`config.mk`:
```
export PLATFORM = sky130hd
export DESIGN_NAME = quad_step_decoder
export DESIGN_NICKNAME = d
export VERILOG_FILES = /design/src/rtl/quad_step_decoder.sv
export SDC_FILE = /design/constraint.sdc
export NUM_CORES = 1
export LEC_CHECK = 0
export CAP_MARGIN = 20
export CORE_AREA = 4 4 61 63
export DETAILED_ROUTE_END_ITERATION = 10
export DIE_AREA = 0 0 65 67
export HOLD_SLACK_MARGIN = 0.06
export MAX_ROUTING_LAYER = met4
export PLACE_DENSITY = 0.86
export SYNTH_ARGS = -nofsm -noshare
export SYNTH_HDL_FRONTEND = slang
export SYNTH_SLANG_ARGS = --single-unit
```
`constraint.sdc`:
```
create_clock -name clk -period 2 [get_ports clk]
set_clock_uncertainty 0.2 [all_clocks]
set_input_delay 0.2 -clock clk [delete_from_list [all_inputs] [get_ports clk]]
set_output_delay 0.2 -clock clk [all_outputs]
set_load 0.005 [all_outputs]
```
`src/rtl/quad_step_decoder.sv`:
```
`default_nettype none
// quad_step_decoder: synchronised, glitch-filtered A/B quadrature decoder producing step/dir, position and error count.
// Revision 1.0
module quad_step_decoder #(
  parameter int FILTER_LEN = 4,
  parameter int POS_WIDTH  = 8
) (
  input  logic                 clk,
  input  logic                 rst_n,
  input  logic                 quad_a,
  input  logic                 quad_b,
  input  logic                 en,
  input  logic                 clr,
  output logic                 step,
  output logic                 dir,
  output logic                 err,
  output logic [POS_WIDTH-1:0] pos,
  output logic [7:0]           err_cnt
);

  typedef enum logic [0:0] {
    ST_INIT  = 1'b0,
    ST_TRACK = 1'b1
  } state_t;

  localparam logic [3:0]           C_CNT_LAST = 4'(FILTER_LEN - 1);
  localparam logic [7:0]           C_ERR_MAX  = 8'hFF;
  localparam logic [POS_WIDTH-1:0] C_POS_ONE  = {{(POS_WIDTH-1){1'b0}}, 1'b1};

  state_t               state_q, state_d;
  logic [1:0]           sync1_q, s2_q, s2_prev_q;
  logic [1:0]           filt_q, filt_d;
  logic [3:0]           cnt_q, cnt_d;
  logic                 fwd_q, fwd_d, rev_q, rev_d, bad_q, bad_d;
  logic                 step_q, step_d, dir_q, dir_d, err_q, err_d;
  logic [POS_WIDTH-1:0] pos_q, pos_d;
  logic [7:0]           err_cnt_q, err_cnt_d;
  logic                 stable, accept;
  logic [1:0]           delta;

  // {b,a} is the Gray code of the position within the forward cycle 00->10->11->01.
  function automatic logic [1:0] gray_idx(input logic [1:0] ab);
    return {ab[0], ab[0] ^ ab[1]};
  endfunction

  // In INIT a steady pair counts even if it matches filt, so a quiet encoder still gets a reference.
  assign stable = (s2_q == s2_prev_q) && ((s2_q != filt_q) || (state_q == ST_INIT));
  assign accept = stable && (cnt_q == C_CNT_LAST);
  assign delta  = gray_idx(s2_q) - gray_idx(filt_q);

  always_comb begin
    state_d = state_q;
    filt_d  = filt_q;
    cnt_d   = 4'd0;
    fwd_d   = 1'b0;
    rev_d   = 1'b0;
    bad_d   = 1'b0;
    if (accept) begin
      filt_d = s2_q;
      if (state_q == ST_INIT) begin
        state_d = ST_TRACK;
      end else begin
        fwd_d = (delta == 2'd1);
        rev_d = (delta == 2'd3);
        bad_d = (delta == 2'd2);
      end
    end else if (stable) begin
      cnt_d = cnt_q + 4'd1;
    end
  end

  always_comb begin
    step_d    = en & (fwd_q | rev_q);
    err_d     = en & bad_q;
    dir_d     = step_d ? fwd_q : dir_q;
    pos_d     = pos_q;
    err_cnt_d = err_cnt_q;
    if (clr) begin
      pos_d     = '0;
      err_cnt_d = 8'd0;
    end else begin
      if (en & fwd_q) pos_d = pos_q + C_POS_ONE;
      if (en & rev_q) pos_d = pos_q - C_POS_ONE;
      if (err_d && (err_cnt_q != C_ERR_MAX)) err_cnt_d = err_cnt_q + 8'd1;
    end
  end

  always_ff @(posedge clk) begin
    if (!rst_n) begin
      sync1_q   <= 2'b00;
      s2_q      <= 2'b00;
      s2_prev_q <= 2'b00;
      filt_q    <= 2'b00;
      cnt_q     <= 4'd0;
      state_q   <= ST_INIT;
      fwd_q     <= 1'b0;
      rev_q     <= 1'b0;
      bad_q     <= 1'b0;
      step_q    <= 1'b0;
      dir_q     <= 1'b0;
      err_q     <= 1'b0;
      pos_q     <= '0;
      err_cnt_q <= 8'd0;
    end else begin
      sync1_q   <= {quad_a, quad_b};
      s2_q      <= sync1_q;
      s2_prev_q <= s2_q;
      filt_q    <= filt_d;
      cnt_q     <= cnt_d;
      state_q   <= state_d;
      fwd_q     <= fwd_d;
      rev_q     <= rev_d;
      bad_q     <= bad_d;
      step_q    <= step_d;
      dir_q     <= dir_d;
      err_q     <= err_d;
      pos_q     <= pos_d;
      err_cnt_q <= err_cnt_d;
    end
  end

  assign step    = step_q;
  assign dir     = dir_q;
  assign err     = err_q;
  assign pos     = pos_q;
  assign err_cnt = err_cnt_q;

endmodule
`default_nettype wire

```
After elaboration in Yosys (flattened, before gate mapping)
Cells that the tools add are included.

storage, ports and cells
  output and inout port bits = 19
  input bits = 6
  flip-flop bits (word level) = 35

operators by class
  $add $sub $neg = 5
  bitwise operators = 10
  reductions and logical operators = 8
  multiplexer cells = 2
  equality and inequality tests = 7

operators by type and width
  operator             number
  $add 8x1->8 const B  2
  $mux 8               2
  $ne 8x8->1 const B   1
  $sub 8x1->8 const B  1
  $add 4x1->4 const B  1
  $and 1x1->1          4
  $eq 2x2->1 const B   2
  $eq 4x2->1 const B   1
  $logic_and 1x1->1    3
  $not 1->1            3
  $reduce_and 3->1     1
  $reduce_or 3->1      1
  $eq 2x1->1 const B   1
  $eq 2x2->1           1
  $ne 2x2->1           1
  $reduce_bool 2->1    1
  $reduce_or 2->1      1
  $sub 2x2->2          1
  $xor 1x1->1          2
  $logic_or 1x1->1     1
  $or 1x1->1           1

Depth between registers and ports, before layout
  depth in word-level cells = 5
  depth in mapped cells = 8
  gate-level depth less buffers = 7

Worst setup path before layout
OpenSTA, ideal clock, no wires.

  path kind = register -> register
  start point = reg pos_q[1] (netlist: pos[1])
  end point = reg pos_q[4] (netlist: pos[4])
  path slack = 0.174 ns
  period minus slack after synthesis = 1.826 ns
  arrival = 1.555 ns
  cell stages (with the launch flop) = 8
  path through = dfxtp_1 clkbuf_1 xnor2_1 ha_1 nor2_1 a32oi_1 or3_1 a21oi_1

on the way
  word-level cells in the longest chain between the ends = 3
  elaborated cells between the ends (all ways) = 4
  classes of those cells = add/sub (2); mux (2)

ends and longest elaborated chain
  item                    line  source
  start, declared         36    logic [POS_WIDTH-1:0] pos_q, pos_d;
  start signal, assigned  117   pos_q <= pos_d;
  $add 8x1->8             82    if (en & fwd_q) pos_d = pos_q + C_POS_ONE;
  $mux 8                  82
  $mux 8 *                83    if (en & rev_q) pos_d = pos_q - C_POS_ONE;

Mark *: on every way between the ends. The rest lies on a longest branch, timed or not. The select of a mux whose other input is x is not followed.
A chain may end at the register's enable or synchronous reset.

Final worst setup path
  start point = in en
  end point = reg pos_q[4] (netlist: pos[4])

on the way
  word-level cells in the longest chain between the ends = 2
  elaborated cells between the ends (all ways) = 4
  classes of those cells = mux (1); bitwise (2); reduce/logical (1)

ends and longest elaborated chain
  item                                                line    source
  start, declared                                     12      input logic en,
  $and 1x1->1 (on tied branches)                      83, 82
  $mux 8 / $reduce_bool 2->1 (equally long branches)  n/a

Parallel ways exist; a longest one is shown, timed or not.

==> impl_results.md <==
- # fillers: 291
- CTS Buf Count: 5
- Final hold slack: 0.232 ns
- Tightest Hold Check Type: primary input to flip-flop
- Net Sw Frac: 22.3%
- MaxCap Viol Count: 0
- Htree depth: 2
- Seq/Total Area, Yosys: 44.4%
- Psw: 287 uW
- CTS tree: yes
- Pin count of the biggest net entering global routing: 13
- Area occupied by multi-input gates: 827 um^2
- Status: finished, final reports clean
- First-pass GRT wire length: 5480 um
- Chip Height: 67 um
- Die width: 65 um
- Routed via count: 1344
- Final setup viols: 0
- Critical path class: primary input to flip-flop
- DRT iter0 DRCs: 109
- Total Nets Final: 217
- Setup Fix Bufs, Post-CTS: 0
- RePlAce Congestion: 0.929
- # diodes: 0
- Cts hold-fix bufs: 0
- Pwr/cell area: 637 mW/mm^2
- # IOs: 25
- Slew @ Worst Pin: 0.356 ns
- Synth Net Count: 181
- DR vias/cell: 5.29
- Slew headroom: 76.0%
- Final Power: 1.29 mW
- Clock Latency Late Sink: 0.34 ns
- Routed wire length: 3130 um
- Unique masters post-synth: 41
- Area delta synth->final: 27.9%
- Sequential cell area: 704 um^2
- Initial Util: 48.9%
- Global route overflow: 0
- Fmax: 0.552 GHz
- CP Data Required Time: 2.08 ns
- Ys flop type: dfxtp_1
- Share of power burned in registers: 55.5%
- Largest area contributor in the netlist: dfxtp_1
- Rows: 21
- Post-synth EDFFs: 0
- Critical path fanouts, max: 5
- Top cell type's share of synthesized area: 44.4%
- Final core utilization: 62.5%
- Post-route clock period utilization: 90.7%
- Endpoints failing hold: 0
- Die Area: 0.00436 mm^2
- Post-Syn Area per Cell: 9.23 um^2
- Yosys reg bits: 35
- Number of global-route vias before repair: 1296
- Core area: 0.00323 mm^2
- Combinational Power Share: 5.0%
- Min Tclk post-route: 1.81 ns
- VDD IR max: 0.632 mV
- DRC: 0
- Post-Syn Area: 0.00158 mm^2
- Resized cells post-CTS: 0
- Top cells by area, synth: dfxtp_1 (44%), nor2_1 (4.5%), xnor2_1 (4.4%)
- Leak: 0.767 nW
- Initial antenna violation count: 0
- Total GRT Usage: 16.6%
- Clock Sinks: 35
- I/O Buffers: 24
- Setup repair after global routing missed its margin: false
- CP arrival: 1.89 ns
- Post-DP HPWL: 2340 um
- ANT nets after route: 0
- Worst-path clk slew: 0.11 ns
- Pre-Repair DR Iteration Count: 4
- Layout cells sized above 1: 13.0%
- Clk buf depth: 2
- Clock power frac: 39.5%
- Asr flop ratio synth: 0%
- CTS root buffer: clkbuf_4
- Fin. max-slew vios: 0
- Cells after Synth: 171
- CP Launch Type: primary input
- Mean routed wirelength per cell: 12.3 um
- Pint: 999 uW
- Yosys warning count: 0
- Worst setup EP type: flip-flop
[power by group through the flow]
| stage | clock network (mW) | logic, mW | registers [mW] |
|---|---|---|---|
| finish | 0.508 | 0.0644 | 0.713 |
| floorplan | 0 | 0.0414 | 0.729 |
| global route | 0.556 | 0.0735 | 0.715 |
| detailed placement | 0 | 0.0650 | 0.731 |
| global placement | 0 | 0.0620 | 0.730 |
| CTS | 0.525 | 0.0654 | 0.715 |
[cells in the mapped netlist (2+ instances only)]
master / n
a21oi_1: 6
a31oi_1: 2
a32oi_1: 4
or3_1: 2
xnor2_1: 8
o21ai_0: 6
inv_1: 7
clkbuf_1: 4
and2_1: 6
mux2i_1: 6
or2_2: 2
buf_2: 2
nand4_1: 3
ha_1: 4
nor3_1: 2
dfxtp_1: 35
nor2_1: 19
nand3_1: 6
nand2_1: 15
xor2_1: 8
a21boi_0: 2
nor4bb_1: 3
[layout make-up]
class / count / area share (%)
tap: 46 / 2.85
timing repair buffer: 35 / 16.0
clock inverter: 3 / 2.17
multi-input combinational: 123 / 41.0
clock buffer: 5 / 1.86
sequential: 35 / 34.9
inverter: 7 / 1.30
[critical path, cell delays in order]
cell             delay [ns]
clkdlybuf4s50_1        0.54
nand2_1                0.10
xnor2_1                0.14
ha_1                   0.23
nor2_1                 0.15
a32oi_1                0.08
or3_1                  0.32
a21oi_1                0.14
[through the flow]
step / instance area [um^2] / worst slack (ns) / setup TNS, ns / instances
after floorplan: 1580 / 0.174 / 0 / 171
after global placement: 1930 / -0.0892 / -0.147 / 246
after detailed placement: 1930 / -0.145 / -0.341 / 246
after CTS: 2020 / 0.104 / 0 / 254
after global routing: 2020 / 0.0113 / 0 / 254
final: 2020 / 0.187 / 0 / 254
[logic make-up after synthesis]
| group | after synthesis | share of synthesized area (%) |
|---|---|---|
| AND/OR/NAND/NOR | 68 | 23.6 |
| flip-flops | 35 | 44.4 |
| AO/OA/AOI/OAI | 29 | 12.9 |
| XOR/XNOR | 16 | 8.88 |
| buffers and inverters | 13 | 3.25 |
| multiplexers | 6 | 3.80 |
| adder cells (fa/ha/maj) | 4 | 3.17 |
[cells in the final DEF, fill, tap and decap left out, drive strengths merged, types with 4 or more instances in the layout]
cell	netlist	layout
buf	2	11
nand3	7	7
inv	7	7
ha	4	4
and2	6	6
nor2	19	19
xor2	8	8
mux2i	6	6
a32oi	4	4
a21oi	6	6
dfxtp	35	35
nand2	15	15
clkbuf	4	5
o21ai	6	6
clkdlybuf4s50	0	24
xnor2	8	8
[layer usage]
layer / routed length (um) / track usage, % / vias up
li1: - / - / 681
met1: 1400 / 19.4 / 620
met2: 1510 / 26.1 / 34
met3: 144 / 5.23 / 9
met4: 67 / 7.39 / 0
met5: 0 / - / -
[worst paths after layout]
kind	to	slack, ns	start	depth (start not counted)
worst max-delay path	pos[4]	0.19	en	8
worst min-delay path	sync1_q[0]	0.23	quad_b	2
worst max register to register	pos[4]	0.20	rev_q	7
worst min register to register	s2_q[0]	0.25	sync1_q[0]	1
[sequential cells by signal, summed over array words and instances (netlist names)]
| register | count |
|---|---|
| rev_q | 1 |
| err | 1 |
| state_q | 1 |
| s2_q | 2 |
| dir | 1 |
| bad_q | 1 |
| filt_q | 2 |
| sync1_q | 2 |
| cnt_q | 4 |
| fwd_q | 1 |
| step | 1 |
| s2_prev_q | 2 |
| pos | 8 |
| err_cnt | 8 |
(Power assumes the default switching activity.)
